<file path="src/rtl/branch_predictor_pkg.sv">
// -----------------------------------------------------------------------------
// branch_predictor_pkg
//
// Shared types and constants for the fetch-stage branch target buffer.
//   word_t       : 32-bit machine word / program counter
//   WORD_BYTES   : bytes per instruction; sequential fetch advances by this
//   upd_kind_e   : what a resolved-branch update does to the table
//   seq_pc()     : fall-through PC (pc + WORD_BYTES, wraps mod 2^32)
//
// The BTB entry struct is declared inside branch_predictor itself because
// its tag and counter widths follow the module parameters.
// -----------------------------------------------------------------------------
package branch_predictor_pkg;

    typedef logic [31:0] word_t;

    localparam int WORD_BYTES = 4;

    // UPD_HIT   : entry already tracks this PC, train its counter/target
    // UPD_ALLOC : taken miss, overwrite whatever lives at this index
    typedef enum logic [1:0] {
        UPD_NONE  = 2'd0,
        UPD_HIT   = 2'd1,
        UPD_ALLOC = 2'd2
    } upd_kind_e;

    function automatic word_t seq_pc(input word_t pc);
        return pc + word_t'(WORD_BYTES);
    endfunction

endpackage

</file>
<file path="src/rtl/branch_predictor_sat_counter.sv">
// -----------------------------------------------------------------------------
// branch_predictor_sat_counter
//
// Combinational next value of a W-bit up/down counter that saturates at
// both 0 and 2^W-1.
//   cur     in  W  current counter value
//   inc     in  1  count up (stops at all-ones)
//   dec     in  1  count down (stops at zero)
//   set_max in  1  force all-ones; wins over inc/dec
//   next    out W  resulting value
// With none of the controls set the value passes through unchanged.
// -----------------------------------------------------------------------------
module branch_predictor_sat_counter #(
    parameter int W = 2
) (
    input  logic [W-1:0] cur,
    input  logic         inc,
    input  logic         dec,
    input  logic         set_max,
    output logic [W-1:0] next
);

    always_comb begin
        next = cur;
        if (set_max) begin
            next = '1;
        end else if (inc && (cur != '1)) begin
            next = cur + 1'b1;
        end else if (dec && (cur != '0)) begin
            next = cur - 1'b1;
        end
    end

endmodule

</file>
<file path="src/rtl/branch_predictor.sv">
// -----------------------------------------------------------------------------
// branch_predictor
//
// Direct-mapped branch target buffer with a saturating direction counter per
// entry. Fetch looks up every cycle (combinational, no bypass of same-cycle
// updates); the MEM stage commits at most one resolved branch/jump per cycle.
//
// Parameters
//   ENTRIES : number of entries, power of two, >= 2
//   CTR_W   : direction counter width, >= 1 (1 = last-outcome prediction)
//
// Ports
//   CLK         in  1   clock, state changes on the rising edge
//   nRST        in  1   asynchronous active-low reset
//   lu_pc       in  32  fetch PC to look up
//   lu_hit      out 1   valid entry with matching tag
//   lu_taken    out 1   hit and counter MSB set
//   lu_next_pc  out 32  predicted next fetch PC
//   upd_en      in  1   commit one resolved control-flow instruction
//   upd_pc      in  32  PC of the resolved instruction
//   upd_taken   in  1   actual outcome
//   upd_uncond  in  1   J/JAL, always taken
//   upd_target  in  32  actual target when taken
//   clear       in  1   synchronous invalidate-all, beats upd_en
// -----------------------------------------------------------------------------
module branch_predictor
    import branch_predictor_pkg::*;
#(
    parameter int ENTRIES = 16,
    parameter int CTR_W   = 2
) (
    input  logic  CLK,
    input  logic  nRST,
    input  word_t lu_pc,
    output logic  lu_hit,
    output logic  lu_taken,
    output word_t lu_next_pc,
    input  logic  upd_en,
    input  word_t upd_pc,
    input  logic  upd_taken,
    input  logic  upd_uncond,
    input  word_t upd_target,
    input  logic  clear
);

    localparam int IDX_W = $clog2(ENTRIES);
    localparam int TAG_W = 32 - IDX_W - 2;

    // Reset leaves counters weakly not-taken; fresh conditional allocations
    // start weakly taken (for CTR_W=1 these are 0 and 1).
    localparam logic [CTR_W-1:0] CTR_WEAK_NT = CTR_W'((1 << (CTR_W - 1)) - 1);
    localparam logic [CTR_W-1:0] CTR_WEAK_T  = CTR_W'(1 << (CTR_W - 1));

    typedef struct packed {
        logic             valid;
        logic [TAG_W-1:0] tag;
        word_t            target;
        logic [CTR_W-1:0] ctr;
    } btb_entry_t;

    localparam btb_entry_t RESET_ENTRY = '{
        valid:  1'b0,
        tag:    '0,
        target: '0,
        ctr:    CTR_WEAK_NT
    };

    // Flattened view of all entries for the read muxes.
    btb_entry_t entry_arr [ENTRIES];

    // ------------------------------------------------------------------
    // Lookup path
    // ------------------------------------------------------------------
    logic [IDX_W-1:0] lu_idx;
    logic [TAG_W-1:0] lu_tag;
    btb_entry_t       lu_entry;

    assign lu_idx   = lu_pc[IDX_W+1:2];
    assign lu_tag   = lu_pc[31:IDX_W+2];
    assign lu_entry = entry_arr[lu_idx];

    assign lu_hit     = lu_entry.valid && (lu_entry.tag == lu_tag);
    assign lu_taken   = lu_hit && lu_entry.ctr[CTR_W-1];
    assign lu_next_pc = lu_taken ? lu_entry.target : seq_pc(lu_pc);

    // ------------------------------------------------------------------
    // Update path
    // ------------------------------------------------------------------
    logic [IDX_W-1:0] upd_idx;
    logic [TAG_W-1:0] upd_tag;
    btb_entry_t       upd_entry;
    logic             upd_hit;
    upd_kind_e        upd_kind;
    logic [CTR_W-1:0] ctr_next;
    btb_entry_t       wr_entry;

    assign upd_idx   = upd_pc[IDX_W+1:2];
    assign upd_tag   = upd_pc[31:IDX_W+2];
    assign upd_entry = entry_arr[upd_idx];
    assign upd_hit   = upd_entry.valid && (upd_entry.tag == upd_tag);

    // Not-taken misses are deliberately not allocated: they would only
    // evict a useful entry to record a prediction that equals PC+4 anyway.
    always_comb begin
        upd_kind = UPD_NONE;
        if (upd_en) begin
            if (upd_hit) begin
                upd_kind = UPD_HIT;
            end else if (upd_taken || upd_uncond) begin
                upd_kind = UPD_ALLOC;
            end
        end
    end

    branch_predictor_sat_counter #(
        .W(CTR_W)
    ) u_ctr (
        .cur     (upd_entry.ctr),
        .inc     (upd_taken),
        .dec     (!upd_taken && !upd_uncond),
        .set_max (upd_uncond),
        .next    (ctr_next)
    );

    always_comb begin
        wr_entry.valid  = 1'b1;
        wr_entry.tag    = upd_tag;
        // A not-taken outcome carries no meaningful target; keep the old one.
        wr_entry.target = (upd_taken || upd_uncond) ? upd_target : upd_entry.target;
        if (upd_kind == UPD_HIT) begin
            wr_entry.ctr = ctr_next;
        end else if (upd_uncond) begin
            wr_entry.ctr = '1;
        end else begin
            wr_entry.ctr = CTR_WEAK_T;
        end
    end

    // ------------------------------------------------------------------
    // Entry storage: one register per entry, written only when selected.
    // ------------------------------------------------------------------
    genvar gi;
    generate
        for (gi = 0; gi < ENTRIES; gi++) begin : gen_entry
            btb_entry_t entry_reg;
            logic       wr_sel;

            assign wr_sel = (upd_kind != UPD_NONE) && (upd_idx == IDX_W'(gi));

            always_ff @(posedge CLK or negedge nRST) begin
                if (!nRST) begin
                    entry_reg <= RESET_ENTRY;
                end else if (clear) begin
                    entry_reg.valid <= 1'b0;
                end else if (wr_sel) begin
                    entry_reg <= wr_entry;
                end
            end

            assign entry_arr[gi] = entry_reg;
        end
    endgenerate

    // Byte-offset bits of both PCs do not take part in indexing or tagging.
    logic unused_pc_bits;
    assign unused_pc_bits = ^{lu_pc[1:0], upd_pc[1:0]};

endmodule

</file>
<file path="config.mk">
export PLATFORM = sky130hd
export DESIGN_NAME = branch_predictor
export DESIGN_NICKNAME = d
export VERILOG_FILES = /design/src/rtl/branch_predictor_pkg.sv /design/src/rtl/branch_predictor_sat_counter.sv /design/src/rtl/branch_predictor.sv
export SDC_FILE = /design/constraint.sdc
export NUM_CORES = 2
export LEC_CHECK = 0
export ABC_AREA = 1
export BUFFER_PORTS_ARGS = -buffer_cell sky130_fd_sc_hd__clkbuf_2
export CELL_PAD_IN_SITES_DETAIL_PLACEMENT = 0
export CELL_PAD_IN_SITES_GLOBAL_PLACEMENT = 2
export CORE_ASPECT_RATIO = 0.8
export CORE_MARGIN = 2
export CORE_UTILIZATION = 34
export CTS_BUF_LIST = sky130_fd_sc_hd__clkbuf_8
export DETAILED_ROUTE_END_ITERATION = 10
export PLACE_DENSITY = 0.84
export SLEW_MARGIN = 20
export SYNTH_ARGS = -nofsm -noshare
export SYNTH_HDL_FRONTEND = slang
export SYNTH_HIERARCHICAL = 1
export SYNTH_SLANG_ARGS = --single-unit
</file>
<file path="constraint.sdc">
create_clock -name CLK -period 2.7 [get_ports CLK]
set_input_delay 0.27 -clock CLK [delete_from_list [all_inputs] [get_ports CLK]]
set_output_delay 0.27 -clock CLK [all_outputs]
set_load 0.01 [all_outputs]
</file>
# Word level (Yosys, flattened, before mapping)
# Index checks and enable logic that the tools add are counted.
# op_classes
muxes	48
magnitude_cmp	2
eq_ne	19
bitwise	3
add_sub_neg	3
n_reduce_logical	60
# op_table
cell	n
2-to-1 mux 61 bit	20
binary-select mux 61 bit (select 4 bit)	2
2-to-1 mux 32 bit	2
equality test 26 bit	2
nonzero test 2 bit	18
adder 32 x 3 -> 32 bit (second input constant)	1
equality test 4 bit (second input constant)	8
AND reduction 2 bit	16
logical AND 1 bit	22
2-to-1 mux 1 bit	17
equality test 4 x 3 -> 1 bit (second input constant)	4
2-to-1 mux 2 bit	7
greater-or-equal comparator 5 bit (second input constant)	2
NOT 4 -> 5 bit	2
equality test 4 x 2 -> 1 bit (second input constant)	2
equality test 4 x 1 -> 1 bit (second input constant)	1
logical NOT 4 bit	1
adder 2 x 1 -> 2 bit (second input constant)	1
equality test 2 x 1 -> 1 bit (second input constant)	1
logical NOT 1 bit	2
inequality test 2 bit (second input constant)	1
subtractor 2 x 1 -> 2 bit (second input constant)	1
logical OR 1 bit	1
NOT 1 bit	1
# totals
wordCells	199
ff_bits	976
in_bits	102

# Longest topological paths before layout
# logic_depth
word_depth	12
mapped_depth	24
ltp_nobuf	20

# Cells and area by module
# The synthesis kept the hierarchy.
# by_module_without_submodules
mod	area_each_um2	cells_per_inst	seq_area_each_um2	instances
branch_predictor	59787.3	8671	24443.4	1
branch_predictor_sat_counter	103.8	20	0.0	1

# Worst setup path after synthesis
# OpenSTA, ideal clock, no wires.
# synth_timing
path_kind	input to register
from	in upd_pc[3]
to	reg gen_entry[9].entry_reg, in the netlist entry_arr[367]
slack_ps	-479
arrival_time_ps	3112
cell_stages	19
n_path_buf	7
path_cell_list	buf_4 buf_4 buf_4 buf_4 buf_4 clkbuf_1 nand3_1 a31oi_1 or4_1 inv_1 ha_1 nand3_1 nand3_1 nand2_1 inv_1 nand2_1 clkbuf_1 nand4_1 nand2_1
# synth_lines
element	line	text
from (decl)	branch_predictor.sv:39	input word_t upd_pc,
to (signal assigned)	branch_predictor.sv:156	entry_reg <= wr_entry;
to (decl)	branch_predictor.sv:145	btb_entry_t entry_reg;

# Final worst setup path
# layout_timing
from	reg gen_entry[12].entry_reg, in the netlist entry_arr[224]
to	out lu_next_pc[11]
# layout_via
elab_chain_cells	7
# layout_lines
element	line	text
from (decl)	branch_predictor.sv:145	
from (signal assigned)	branch_predictor.sv:156	
binary-select mux 61 bit (select 4 bit)	branch_predictor.sv:80	assign lu_entry = entry_arr[lu_idx];
2-to-1 mux 61 bit (not written as such) (2 in a row)	branch_predictor.sv:80	
equality test 26 bit	branch_predictor.sv:82	assign lu_hit = lu_entry.valid && (lu_entry.tag == lu_tag);
logical AND 1 bit	branch_predictor.sv:82	
logical AND 1 bit	branch_predictor.sv:83	assign lu_taken = lu_hit && lu_entry.ctr[CTR_W-1];
2-to-1 mux 32 bit	branch_predictor.sv:84	assign lu_next_pc = lu_taken ? lu_entry.target : seq_pc(lu_pc);
to (decl)	branch_predictor.sv:37	output word_t lu_next_pc,
# Every way passes these cells. The select of a mux whose other input is x is not followed.

==> flow_metrics.py <==
metrics = {
    "detailed_routing": {
        "routed_wl_mm": 301.2,
        "met2_length_mm": 127.1,
        "post_drt_wl_per_cell_microns": 25.91,
        "top_layer": "met5",
        "drt_iter0_markers": 8806,
        "wl_met1_mm": 128.1,
        "wl_met3_mm": 31.96,
        "vias": 68410,
        "via_per_inst": 5.884,
        "drt.antenna.violating_nets": 0,
        "drtPass1Iterations": 10,
        "route.detailed.drc": 2,
    },
    "synthesis": {
        "ys_types": 39,
        "synth_top_flop_cell": "dfrtp_1",
        "async_flop_share": 1.000,
        "syn_area_per_cell_sq_um": 6.891,
        "syn_inst": 8691,
        "syn_nets": 8796,
        "ys_warn_count": 6,
        "syn-cell-area_sq_um": 59890,
        "synth-seq-cells": 976,
        "synth_edf_count": 0,
        "ys_seq_area_frac": 0.4081,
    },
    "clock_tree": {
        "clk-insertion-delay-late_ps": 960,
        "cts_sinks": 976,
        "cts_tree": "built",
        "cts_buffers": 175,
        "cts-root-buf": "clkbuf_8",
        "htreeDepth": 4,
        "path_clk_slew_ps": 60,
        "clock_path_buffers": 3,
    },
    "timing": {
        "hold_slack_ps": 76.89,
        "setup_tns_ps": -390400,
        "rsz0062_at_grt": "true",
        "fmax_mhz": 258.3,
        "drv_slew": 0,
        "hold_viol": 0,
        "tightest_slew_ps": 1003,
        "skew_ps": 78.76,
        "post-route-period-util": 1.434,
        "finalSetupViolCount": 1010,
        "slew_headroom": 0.3310,
        "setup_ws_ps": -1171,
        "min_period_ps": 3871,
    },
    "die": {
        "ios": 136,
        "placementRows": 137,
        "start_util": 0.3429,
        "core_sq_um": 174700,
        "die_x_microns": 473.2,
        "die_y_microns": 379.4,
        "die_area_sq_um": 179500,
    },
    "global_route": {
        "grt_overflow": 0,
        "grt_pass1_vias": 63680,
        "track_usage": 0.3268,
        "grt_pass1_wl_mm": 441.0,
        "antenna_found_initial": 9,
        "grt_max_degree": 125,
    },
    "finish": {
        "largest_register_ffs": 976,
        "final_common_cell": "nand2_1",
        "final_layout_size_suffix_gt1_frac": 0.1771,
        "fin_cells": 11630,
        "area_growth_pct": 28.75,
        "final_cell_mix": "nand2_1, nand4_1, dfrtp_1",
        "final_util": 0.4414,
        "finalNetCount": 9298,
    },
    "place": {
        "dp.final_hpwl_mm": 181.5,
        "place_congestion": 0.9452,
        "placed_cells": 11150,
        "numPortBuffers": 133,
    },
    "pwr": {
        "power_uw": 45650,
        "irDropWorstVdd_v": 0.0004412,
        "p_leak_uw": 0.03823,
        "p_per_area_nw_per_um2": 592.1,
    },
    "critical_path": {
        "end_kind": "primary output",
        "reg2reg_slack_ps": -490,
        "critPathArrivalTime_ps": 3600,
        "worstPathRequired_ps": 2430,
        "startpoint_type": "register",
        "worstPathMaxFanout": 4,
        "critical_path_class": "reg2out",
    },
    "outcome": {
        "violations": "DRC, setup timing",
        "outcome": "finished with violations",
    },
    "min_path": {
        "hold_class": "in2reg",
    },
    "flow_run": {
        "drv_cap": 0,
    },
}
[cell families after synthesis]
kind of cell,Yosys count,share of synthesized area
adder cells (fa/ha/maj),3,0.0006268
AO/OA/AOI/OAI,1392,0.1350
XOR/XNOR,31,0.004533
flip-flops,976,0.4081
AND/OR/NAND/NOR,5081,0.3680
buffers and inverters,1208,0.08375
[routing by layer]
layer	vias to the layer above	global-route usage
li1	30430	-
met1	33160	0.4589
met2	4081	0.4794
met3	739	0.07524
met4	2	0.1381
met5	-	0
[worst max-delay path, stage by stage (launching register included)]
cell     delay [ps]
dfrtp_2         450
inv_2            80
a21oi_1          50
o21ai_1          90
nand2_2         110
nand2_2         110
nand2_2          80
inv_2            80
a21o_1          140
buf_4           120
buf_4            90
buf_4            90
nand3_2          70
nor2_2          120
nand2_1          70
nor2_1           90
buf_4           170
buf_6           110
nand4_1         190
nand2_2         220
buf_6           120
[where the power goes]
group / switching, uW / internal (uW) / total (uW) / leakage (uW)
Sequential: 1820 / 17100 / 19000 / 0.0128
Clock: 7260 / 7800 / 15100 / 0.00210
Combinational: 7170 / 4460 / 11600 / 0.0233
[Yosys cell counts, types with 3 or more instances]
master,count,share of area
nand2_1,3328,0.21
nand4_1,963,0.10
dfrtp_1,960,0.40
o21ai_0,669,0.056
clkbuf_1,507,0.032
nor2_1,417,0.026
nand3_1,332,0.028
inv_1,329,0.021
buf_2,302,0.025
a21oi_1,268,0.022
o211ai_1,232,0.029
a22oi_1,134,0.017
buf_1,38,0.0024
a41oi_1,32,0.0047
xor2_1,29,0.0042
buf_4,23,0.0029
nor3_1,18,0.0015
o21ai_1,18,0.0015
o22ai_1,17,0.0018
dfstp_2,16,0.0070
nand3_2,14,0.0023
o21bai_1,12,0.0015
a31oi_1,4,0.00042
clkinv_1,3,0.00019
ha_1,3,0.00063
inv_2,3,0.00019
nand2_2,3,0.00031
[what timing repair did]
| item | CTS | global route |
|---|---|---|
| hold buffers | 50 | 0 |
| cloned | 48 | 10 |
| hold endpoints to repair | 1598 | 0 |
| setup endpoints to repair | 1010 | 1010 |
| setup buffers | 47 | 19 |
| gates resized for setup | 242 | 196 |
| pin swaps | 67 | 95 |
[stage by stage]
stage,instance area (sq um),worst slack (ps)
2_1_floorplan,60060,-2.530
4_1_cts,76170,-1205
6_report,77110,-1171
3_5_place_dp,69320,-922.2
5_1_grt,77110,-1345
3_3_place_gp,69320,-1057
[final timing paths]
check                                                start                          to  cells past startpoint
worst max register to register  entry_arr[170]$_DFFE_PN0P_  entry_arr[845]$_DFFE_PN0P_                     26
worst max-delay path            entry_arr[224]$_DFFE_PN0P_              lu_next_pc[11]                     20
worst min-delay path                             upd_pc[4]  entry_arr[841]$_DFFE_PN0P_                      6
min in group asynchronous                             nRST  entry_arr[418]$_DFFE_PN0P_                      4
max in group asynchronous                             nRST  entry_arr[530]$_DFFE_PN0P_                      4
worst min register to register  entry_arr[305]$_DFFE_PN1P_  entry_arr[305]$_DFFE_PN1P_                      2
[cell type report]
| type | instances | area [sq um] |
|---|---|---|
| diodes | 4 | 10.01 |
| clock buffers | 217 | 2987 |
| clock inverters | 96 | 653.1 |
| fillers | 17600 | 97560 |
| inverters | 336 | 1321 |
| multi-input cells | 6508 | 31550 |
| flip-flops and latches | 976 | 24440 |
| well taps | 2293 | 2869 |
| repair buffers | 1196 | 13270 |
(Power assumes the default switching activity.)
